--- src/rtl/qbert_move_ctrl.sv ---
// Q*bert movement controller: accepts jump requests, walks a one-hot
// position over a triangular pyramid, times the jump animation, colours
// landing cubes and handles falls, level completion and level clear.
module qbert_move_ctrl #(
  parameter int N_cube      = 28,
  parameter int ROWS        = 7,
  parameter int MOVE_CYCLES = 16,
  parameter int FALL_CYCLES = 32
) (
  input  logic              clk,
  input  logic              reset,
  input  logic              jump_valid,
  input  logic [2:0]        e_jump_qb,
  output logic              jump_ready,
  input  logic              clear_lvl,
  output logic [N_cube-1:0] position_qb,
  output logic [N_cube-1:0] e_next_qb,
  output logic [N_cube-1:0] e_color_state,
  output logic              done_move,
  output logic              falling,
  output logic              level_done
);

  localparam int MAX_CYC = (MOVE_CYCLES > FALL_CYCLES) ? MOVE_CYCLES : FALL_CYCLES;
  localparam int CW      = $clog2(MAX_CYC) + 1;
  localparam int RW      = $clog2(ROWS) + 1;
  localparam logic [CW-1:0]     MOVE_LAST = CW'(MOVE_CYCLES - 1);
  localparam logic [CW-1:0]     FALL_LAST = CW'(FALL_CYCLES - 1);
  localparam logic [N_cube-1:0] CUBE0     = N_cube'(1);

  // Geometry and timing sanity: a mismatched cube count would make the
  // one-hot index math address cubes that do not exist.
  generate
    if (N_cube != ROWS * (ROWS + 1) / 2) begin : g_bad_geometry
      $error("qbert_move_ctrl: N_cube must equal ROWS*(ROWS+1)/2");
    end
    if (MOVE_CYCLES < 1 || FALL_CYCLES < 1) begin : g_bad_timing
      $error("qbert_move_ctrl: MOVE_CYCLES and FALL_CYCLES must be >= 1");
    end
  endgenerate

  typedef enum logic [1:0] {S_IDLE, S_MOVE, S_LAND, S_FALL} state_t;

  state_t            state_reg, state_next;
  logic [CW-1:0]     cnt_reg, cnt_next;
  logic [RW-1:0]     row_reg, row_next, col_reg, col_next;
  logic [RW-1:0]     dst_row_reg, dst_row_next, dst_col_reg, dst_col_next;
  logic [N_cube-1:0] pos_reg, pos_next, enext_reg, enext_next;
  logic [N_cube-1:0] color_reg, color_next;
  logic              done_reg, done_next, falling_reg, falling_next;
  logic              level_reg, level_next, ready_reg, ready_next;

  int                dst_r, dst_c, dest_idx;
  logic              dir_valid, dest_on;
  logic [N_cube-1:0] dest_onehot;

  // Destination row/col for the requested direction and whether it lies on the pyramid.
  always_comb begin
    dst_r     = int'(row_reg);
    dst_c     = int'(col_reg);
    dir_valid = 1'b1;
    case (e_jump_qb)
      3'd1:    dst_r = int'(row_reg) - 1;
      3'd2:    begin dst_r = int'(row_reg) - 1; dst_c = int'(col_reg) - 1; end
      3'd3:    begin dst_r = int'(row_reg) + 1; dst_c = int'(col_reg) + 1; end
      3'd4:    dst_r = int'(row_reg) + 1;
      default: dir_valid = 1'b0;
    endcase
    dest_on  = (dst_r >= 0) && (dst_r <= ROWS - 1) && (dst_c >= 0) && (dst_c <= dst_r);
    dest_idx = dst_r * (dst_r + 1) / 2 + dst_c;
  end

  generate
    for (genvar gi = 0; gi < N_cube; gi++) begin : g_onehot
      assign dest_onehot[gi] = (dest_idx == gi);
    end
  endgenerate

  // Next-state and registered-output logic; clear_lvl overrides everything.
  always_comb begin
    state_next   = state_reg;
    cnt_next     = cnt_reg;
    row_next     = row_reg;
    col_next     = col_reg;
    dst_row_next = dst_row_reg;
    dst_col_next = dst_col_reg;
    pos_next     = pos_reg;
    enext_next   = enext_reg;
    color_next   = color_reg;
    done_next    = 1'b0;

    case (state_reg)
      S_IDLE: begin
        if (jump_valid && ready_reg && dir_valid) begin
          cnt_next = '0;
          if (dest_on) begin
            enext_next   = dest_onehot;
            dst_row_next = dst_r[RW-1:0];
            dst_col_next = dst_c[RW-1:0];
            state_next   = S_MOVE;
          end else begin
            state_next = S_FALL;
          end
        end
      end
      S_MOVE: begin
        if (cnt_reg == MOVE_LAST) state_next = S_LAND;
        else                      cnt_next   = cnt_reg + CW'(1);
      end
      S_LAND: begin
        pos_next   = enext_reg;
        row_next   = dst_row_reg;
        col_next   = dst_col_reg;
        color_next = color_reg | enext_reg;
        done_next  = 1'b1;
        state_next = S_IDLE;
      end
      S_FALL: begin
        if (cnt_reg == FALL_LAST) begin
          pos_next   = CUBE0;
          enext_next = CUBE0;
          row_next   = '0;
          col_next   = '0;
          cnt_next   = '0;
          done_next  = 1'b1;
          state_next = S_IDLE;
        end else begin
          cnt_next = cnt_reg + CW'(1);
        end
      end
      default: state_next = S_IDLE;
    endcase

    if (clear_lvl) begin
      state_next = S_IDLE;
      cnt_next   = '0;
      row_next   = '0;
      col_next   = '0;
      pos_next   = CUBE0;
      enext_next = CUBE0;
      color_next = '0;
      done_next  = 1'b1;
    end

    // Flags are derived from the next state so they line up with the data they describe.
    falling_next = (state_next == S_FALL);
    level_next   = &color_next;
    ready_next   = (state_next == S_IDLE) && !level_next;
  end

  // State register with asynchronous active-low reset.
  always_ff @(posedge clk or negedge reset) begin
    if (!reset) begin
      state_reg   <= S_IDLE;
      cnt_reg     <= '0;
      row_reg     <= '0;
      col_reg     <= '0;
      dst_row_reg <= '0;
      dst_col_reg <= '0;
      pos_reg     <= CUBE0;
      enext_reg   <= CUBE0;
      color_reg   <= '0;
      done_reg    <= 1'b0;
      falling_reg <= 1'b0;
      level_reg   <= 1'b0;
      ready_reg   <= 1'b1;
    end else begin
      state_reg   <= state_next;
      cnt_reg     <= cnt_next;
      row_reg     <= row_next;
      col_reg     <= col_next;
      dst_row_reg <= dst_row_next;
      dst_col_reg <= dst_col_next;
      pos_reg     <= pos_next;
      enext_reg   <= enext_next;
      color_reg   <= color_next;
      done_reg    <= done_next;
      falling_reg <= falling_next;
      level_reg   <= level_next;
      ready_reg   <= ready_next;
    end
  end

  assign position_qb   = pos_reg;
  assign e_next_qb     = enext_reg;
  assign e_color_state = color_reg;
  assign done_move     = done_reg;
  assign falling       = falling_reg;
  assign level_done    = level_reg;
  assign jump_ready    = ready_reg;

endmodule

--- config.mk ---
export PLATFORM = sky130hd
export DESIGN_NAME = qbert_move_ctrl
export DESIGN_NICKNAME = d
export VERILOG_FILES = /design/src/rtl/qbert_move_ctrl.sv
export SDC_FILE = /design/constraint.sdc
export NUM_CORES = 1
export LEC_CHECK = 0
export ABC_AREA = 1
export BUFFER_PORTS_ARGS = -buffer_cell sky130_fd_sc_hd__buf_2
export CAP_MARGIN = 40
export CELL_PAD_IN_SITES_DETAIL_PLACEMENT = 0
export CELL_PAD_IN_SITES_GLOBAL_PLACEMENT = 1
export CORE_MARGIN = 2
export CORE_UTILIZATION = 35
export DETAILED_ROUTE_END_ITERATION = 12
export PLACE_DENSITY_LB_ADDON = 0.1
export SLEW_MARGIN = 20
export SYNTH_ARGS = -nofsm -noshare
export SYNTH_HDL_FRONTEND = slang
export SYNTH_SLANG_ARGS = --single-unit
--- constraint.sdc ---
create_clock -name clk -period 14.7 [get_ports clk]
set_input_delay 2.205 -clock clk [delete_from_list [all_inputs] [get_ports clk]]
set_output_delay 2.205 -clock clk [all_outputs]
set_load 0.01 [all_outputs]
Word-level counts from Yosys, hierarchy flattened
Index checks and enable logic that the tools add are counted.
- word-level logic and storage cells: 121
- register bits after elaboration: 112
- output and inout port bits: 88
- mux-type cells: 31
- equal/unequal tests: 41
- bitwise logic cells: 2
- $mul: 1
- reductions and logical operators: 21
- $lt $le $gt $ge: 4
- add/subtract/negate cells: 8
- operators by type and width (kind ; count):
    $eq A32 B6 Y1 const B ; 12
    $eq A32 B5 Y1 const B ; 8
    $mux W28 ; 7
    $eq A32 B4 Y1 const B ; 4
    $pmux W32 S2 ; 2
    $pmux W28 S2 ; 2
    $eq A32 B3 Y1 const B ; 2
    $ge A32 B1 Y1 const B ; 2
    $add A32 B1 Y32 ; 1
    $add A32 B2 Y32 const B ; 1
    $add A32 B32 Y32 ; 1
    $eq A32 B2 Y1 const B ; 1
    $le A32 B32 Y1 ; 1
    $le A32 B4 Y1 const B ; 1
    $logic_not A32 Y1 ; 1
    $mul A32 B32 Y32 ; 1
    $or A28 B28 Y28 ; 1
    $reduce_and A28 Y1 ; 1
    $mux W6 ; 4
    $pmux W6 S3 ; 1
    $pmux W4 S2 ; 2
    $mux W4 ; 3
    $ne A3 B3 Y1 const B ; 4
    $add A4 B1 Y5 const B ; 2
    other kinds (24) ; 43

Longest topological paths before layout
Gate-level depths: netlist of run 1.
- depth after elaboration: 13
- depth in mapped cells: 57
- depth with buffers taken out: 56

Least setup slack after synthesis of run 1
No wires, ideal clock.
- path type: input -> register
- start: input e_jump_qb[2]
- end: register enext_reg[3], in the netlist e_next_qb[3]
- buffers on the path: 1
- slack: 2.538 ns
- arrival: 12.097 ns
- stages on the path: 48
- path through: inv_1 nand2_1 nand2_1 nand2_2 xor2_2 ha_1 inv_1 ha_1 nor2_1 inv_1 fa_1 fa_1 fa_1 inv_1 fa_1 inv_1 fa_1 fa_1 [12 not listed] xor2_1 ha_1 nand2_1 nor2_1 and2_1 and2_1 nand2_1 nand2_1 nand2_1 nand2_1 nor2_1 nand2_1 nor2_1 nand2_2 buf_6 nor2_1 nand2_1 nand2_1
- RTL lines (what ; RTL line ; source):
    start, declared ; 13 ; input logic [2:0] e_jump_qb,
    end signal, assigned ; 175 ; enext_reg <= enext_next;
    end, declared ; 48 ; logic [N_cube-1:0] pos_reg, pos_next, enext_reg, enext_next;

==> summary.txt, run 1 <==
Routing
  • Drt total wl: 50.1 mm
  • Via/cell ratio: 4.66
  • Routed Antenna Nets: 0
  • # DRC: 0
  • Via count: 14500
  • 1st-iter DRT viols: 783
  • WL per Instance: 16.1 µm
  • Pre-antenna DRT Iters: 5

Clock network
  • CTS Buf Count: 9
  • Post-CTS Setup Bufs: 0
  • Clock buffer depth: 2
  • H-tree depth: 3
  • Clk_lat worst skew: 0.35 ns
  • CTS Sinks: 112
  • Resize count post-CTS: 0
  • Root buffer cell: clkbuf_16
  • Register clock-pin slew on the reported worst setup and hold paths: 0.08 ns
  • Hold buffers post-CTS: 0
  • CTS tree: built

Final layout
  • Share of cells above drive strength 1: 6.86%
  • Fillers: 5485
  • Nets: 2865
  • Area Growth Syn to Fin: 8.87%
  • ANT cells: 0

Place
  • I/O Buffers: 94
  • Final GP Congestion: 0.860
  • Hpwl dp: 44.0 mm

STA
  • Worst Tran Pin Value: 0.869 ns
  • Slew HR: 41.9%
  • RSZ-0062 raised after global routing: no
  • Period minus WS final: 13.28 ns
  • Clock Skew: 0.00898 ns
  • Tcrit/Tclk final: 90.4%
  • Final setup vio count: 0
  • Final Max Tran Viols: 0
  • Fmax achieved: 0.0753 GHz
  • Hold_ws: 0.475 ns
  • Setup TNS: 0 ns
  • Hold Vio Cnt, Final: 0

Setup path
  • CP startpoint kind: input pin
  • Worst Setup Path Type: in2reg
  • Slowest cell on the critical path: fa_1
  • Crit path DAT: 13.58 ns
  • Critical path endpoint category: flip-flop
  • Critical path required time: 15.00 ns
  • Critical path's largest stage delay: 1.05 ns
  • Worst Path Max Fanout: 28

Synthesis
  • Synth Cell Area: 0.0178 mm²
  • Top post-synthesis cells by area: fa_1, dfrtp_1, ha_1
  • Synth Instances: 2359
  • Synth Area per Inst: 7.56 µm²
  • Sequential share of the synthesized area: 15.7%
  • Number of distinct library cells after synthesis: 53
  • EDFF count, synth: 0
  • Most numerous cell in the Yosys netlist: inv_1
  • Warnings from Yosys: 0
  • Synth async-reset ratio: 100%
  • Seq cells post-synth: 112
  • Syn Nets: 2781
  • Top FF cell, synth: dfrtp_1
  • Synth top cells by count: inv_1, nand2_1, fa_1, nor2_1, ha_1
  • Synth top area share: 25.6%
  • Yosys top cell by area: fa_1

Die
  • CORE AREA: 0.0503 mm²
  • Die height: 230 µm
  • Die Span X: 230 µm
  • Die area: 0.0528 mm²
  • Number of I/O pins: 95
  • Site row count: 82
  • Initial Util: 35.5%

Global route
  • GRT overflow: 0
  • Pin count of the biggest net entering global routing: 51
  • First-pass GRT wire length: 84.0 mm
  • Initial antenna violation count: 0
  • Gr usage total: 20.1%
  • Vias in the first global route: 15600

Status
  • Outcome: completed

Worst hold path
  • HP Class: reg2reg

Job
  • Max-cap viol count: 0
metrics by stage:
stage / util (%) / instance area, µm² / std cells / worst slack, ns
6_report: 38.6 / 19400 / 3120 / 1.42
5_1_grt: 38.6 / 19400 / 3120 / 0.309
4_1_cts: 38.6 / 19400 / 3119 / 1.35
3_5_place_dp: 38.0 / 19100 / 3103 / 1.01
3_3_place_gp: 37.9 / 19000 / 3099 / 1.07
2_1_floorplan: - / 17800 / 2359 / 2.54
kinds of logic after synthesis:
kind of cell | count (synthesis) | share of synthesized area (%)
compound gates | 185 | 6.14
xor+xnor | 73 | 3.63
fa+ha+maj | 415 | 38.7
buf+inv | 664 | 14.3
flops | 112 | 15.7
simple gates | 910 | 21.5
per-layer routing:
layer	share of wire [%]	up-vias	wire, µm	track usage (%)
li1	-	7240	-	-
met1	46	7014	23200	26.9
met2	49	244	24500	35.4
met3	3.1	32	1570	1.45
met4	1.8	0	895	4.27
met5	0	-	0	0
placed cells by master (no fill, tap or decap), drive strengths merged, types with 4 or more instances in the layout:
cell and count:
nand3b 4, and2 12, xnor2 36, clkbuf 12
ha 187, a21oi 59, xor2 37, a31oi 5
dfrtp 109, a21o 6, buf 108, nand2 507
fa 228, clkinv 6, nor3 16, o21ai 63
nor4 9, nand3 76, inv 626, a21boi 4
o21bai 27, nor2 236, o22ai 8, nand4 45
layout make-up:
class / count / area (µm²) / area share (%)
well taps: 672 / 841 / 4.33
inverters: 629 / 2370 / 12.2
clock inverters: 4 / 52.6 / 0.271
clock buffers: 12 / 256 / 1.32
multi-input cells: 1583 / 12500 / 64.3
repair buffers: 108 / 614 / 3.16
flip-flops and latches: 112 / 2810 / 14.5
path summary, 6_finish.rpt:
| check | start | to | slack, ns | cells after the start |
|---|---|---|---|---|
| setup / recovery | e_jump_qb[2] | e_next_qb[0]$_DFFE_PN1P_ | 1.42 | 47 |
| hold / removal | dst_row_reg[3]$_DFFE_PN0P_ | dst_row_reg[3]$_DFFE_PN0P_ | 0.48 | 2 |
| setup reg to reg | row_reg[0]$_DFFE_PN0P_ | e_next_qb[0]$_DFFE_PN1P_ | 3.01 | 46 |
| hold reg to reg | dst_row_reg[3]$_DFFE_PN0P_ | dst_row_reg[3]$_DFFE_PN0P_ | 0.48 | 2 |
| max in group asynchronous | reset | e_next_qb[10]$_DFFE_PN0P_ | 11.79 | 3 |
| min in group asynchronous | reset | col_reg[2]$_DFFE_PN0P_ | 1.73 | 1 |
worst max-delay path: cells and delay by family:
kind                     cells  cell delay (ns)
adder cells (fa/ha/maj)     12             6.18
AND/OR/NAND/NOR             21             2.98
buffers and inverters        8             0.80
AO/OA/AOI/OAI                4             0.80
XOR/XNOR                     2             0.56
Power of run 1 is left out: the tool's default activity adds up to more than one toggle a clock period on the data nets, which glitch-free logic cannot reach.
==> run 2: changes to the inputs <==
==> constraint.sdc (replaced) <==
create_clock -name clk -period 16.6 [get_ports clk]
set_input_delay 2.49 -clock clk [delete_from_list [all_inputs] [get_ports clk]]
set_output_delay 2.49 -clock clk [all_outputs]
set_load 0.01 [all_outputs]
==> run 2 against run 1 <==
Clock skew down 0.0019 ns. Largest cell class unchanged. Worst hold slack better by 0.0030 ns. Critical path type unchanged. Die area unchanged. Critical path depth down 3. Clock-buffer cell count down 3. Wire length down 1.0%.
==> summary.txt, run 2 (synthesized netlist as in run 1, its figures left out) <==
Status
  • Outcome: completed

Worst hold path
  • HP Class: reg2reg
  • HP Start: position_qb[13]$_DFFE_PN0P_

STA
  • Hold Vio Cnt, Final: 0
  • Final Max Tran Viols: 0
  • Slew HR: 42.8%
  • Final setup vio count: 0
  • Fmax achieved: 0.0744 GHz
  • Clock Skew: 0.00705 ns
  • Tcrit/Tclk final: 81.0%
  • Worst Tran Pin Value: 0.855 ns
  • Period minus WS final: 13.44 ns
  • Setup TNS: 0 ns
  • RSZ-0062 raised after global routing: no

Routing
  • Via/cell ratio: 4.66
  • # DRC: 0
  • Drt total wl: 49.6 mm
  • Pre-antenna DRT Iters: 5
  • WL per Instance: 15.9 µm
  • Via count: 14500
  • 1st-iter DRT viols: 769
  • Routed Antenna Nets: 0

Clock network
  • Post-CTS Setup Bufs: 0
  • H-tree depth: 3
  • Hold buffers post-CTS: 0
  • Clk_lat worst skew: 0.36 ns
  • Resize count post-CTS: 0
  • CTS tree: built
  • CTS Buf Count: 9
  • Root buffer cell: clkbuf_16
  • Register clock-pin slew on the reported worst setup and hold paths: 0.07 ns
  • Clock buffer depth: 2
  • CTS Sinks: 112

Die
  • Die height: 230 µm
  • CORE AREA: 0.0503 mm²
  • Site row count: 82
  • Die Span X: 230 µm
  • Number of I/O pins: 95
  • Initial Util: 35.5%
  • Die area: 0.0528 mm²

Final layout
  • Most common cell after layout, fill and taps aside: inv_1
  • Fillers: 5441
  • Share of cells above drive strength 1: 6.83%
  • Area Growth Syn to Fin: 8.76%
  • Nets: 2863
  • ANT cells: 0
  • Commonest non-fill, non-tap cells in the layout: inv_1, nand2_1, fa_1

Setup path
  • Crit path from: e_jump_qb[0]
  • Worst R2R Setup Slack: 4.87 ns
  • Worst path depth: 44
  • Slowest cell on the critical path: fa_1
  • Worst reg-to-reg path cell count: 44
  • Sum of buffers and inverters on the critical path: 7
  • Reg2reg end: e_next_qb[0]$_DFFE_PN1P_
  • Worst Path Max Fanout: 28
  • Crit path DAT: 13.74 ns
  • CP startpoint kind: input pin
  • Top delay family on crit path: adder cells
  • Critical path's largest stage delay: 0.91 ns
  • Critical path endpoint category: flip-flop
  • Critical path required time: 16.90 ns
  • Reg2reg start: row_reg[0]$_DFFE_PN0P_
  • Worst Setup Path Type: in2reg
  • Worst Setup EP: e_next_qb[0]$_DFFE_PN1P_

Global route
  • Pin count of the biggest net entering global routing: 51
  • Initial antenna violation count: 0
  • First-pass GRT wire length: 82.0 mm
  • GRT overflow: 0
  • Vias in the first global route: 15300
  • Gr usage total: 19.7%

Place
  • Hpwl dp: 43.2 mm
  • Final GP Congestion: 0.841
  • I/O Buffers: 94

Job
  • Max-cap viol count: 0
==> run 2: stage by stage <==
stage	utilization (%)	hold WS, ns	worst slack, ns	cell area [µm²]	cells
finish	38.6	0.478	3.16	19400	3118
detailed placement	37.9	0.467	2.28	19100	3100
global route	38.6	0.505	2.12	19400	3118
CTS	38.5	0.486	2.67	19400	3116
global placement	37.8	0.453	2.48	19000	3096
floorplan	-	0.436	4.15	17800	2359
==> run 2: worst min-delay path, stage by stage, from the launching register on <==
cell and delay, ns:
dfrtp_1 0.34, nand2_1 0.05, o21ai_0 0.06
==> run 2: cell type report <==
class                   count  area [µm²]  share of cell area (%)
clock buffers               9         225                    1.16
multi-input cells        1583       12500                    64.3
well taps                 672         841                    4.33
inverters                 629        2370                    12.2
clock inverters             7        72.6                   0.374
flip-flops and latches    112        2810                    14.5
repair buffers            106         607                    3.13
==> run 2: worst min-delay path by stage <==
stage	end	depth (start not counted)
CTS	position_qb[13]$_DFFE_PN0P_	2
global route	position_qb[23]$_DFFE_PN0P_	2
floorplan	dst_row_reg[3]$_DFFE_PN0P_	2
global placement	dst_row_reg[3]$_DFFE_PN0P_	2
detailed placement	dst_row_reg[3]$_DFFE_PN0P_	2
finish	position_qb[13]$_DFFE_PN0P_	2
==> run 2: per-layer routing <==
layer  vias up  part of all wire (%)  track usage [%]  wire (µm)
li1       7239                     -                -          -
met1      6992                    46             26.4      22800
met2       270                    49             34.7      24100
met3        31                   3.6             1.75       1810
met4         0                   1.7             4.09        852
met5         -                     0                0          0
Power of run 2 is left out for the same reason.
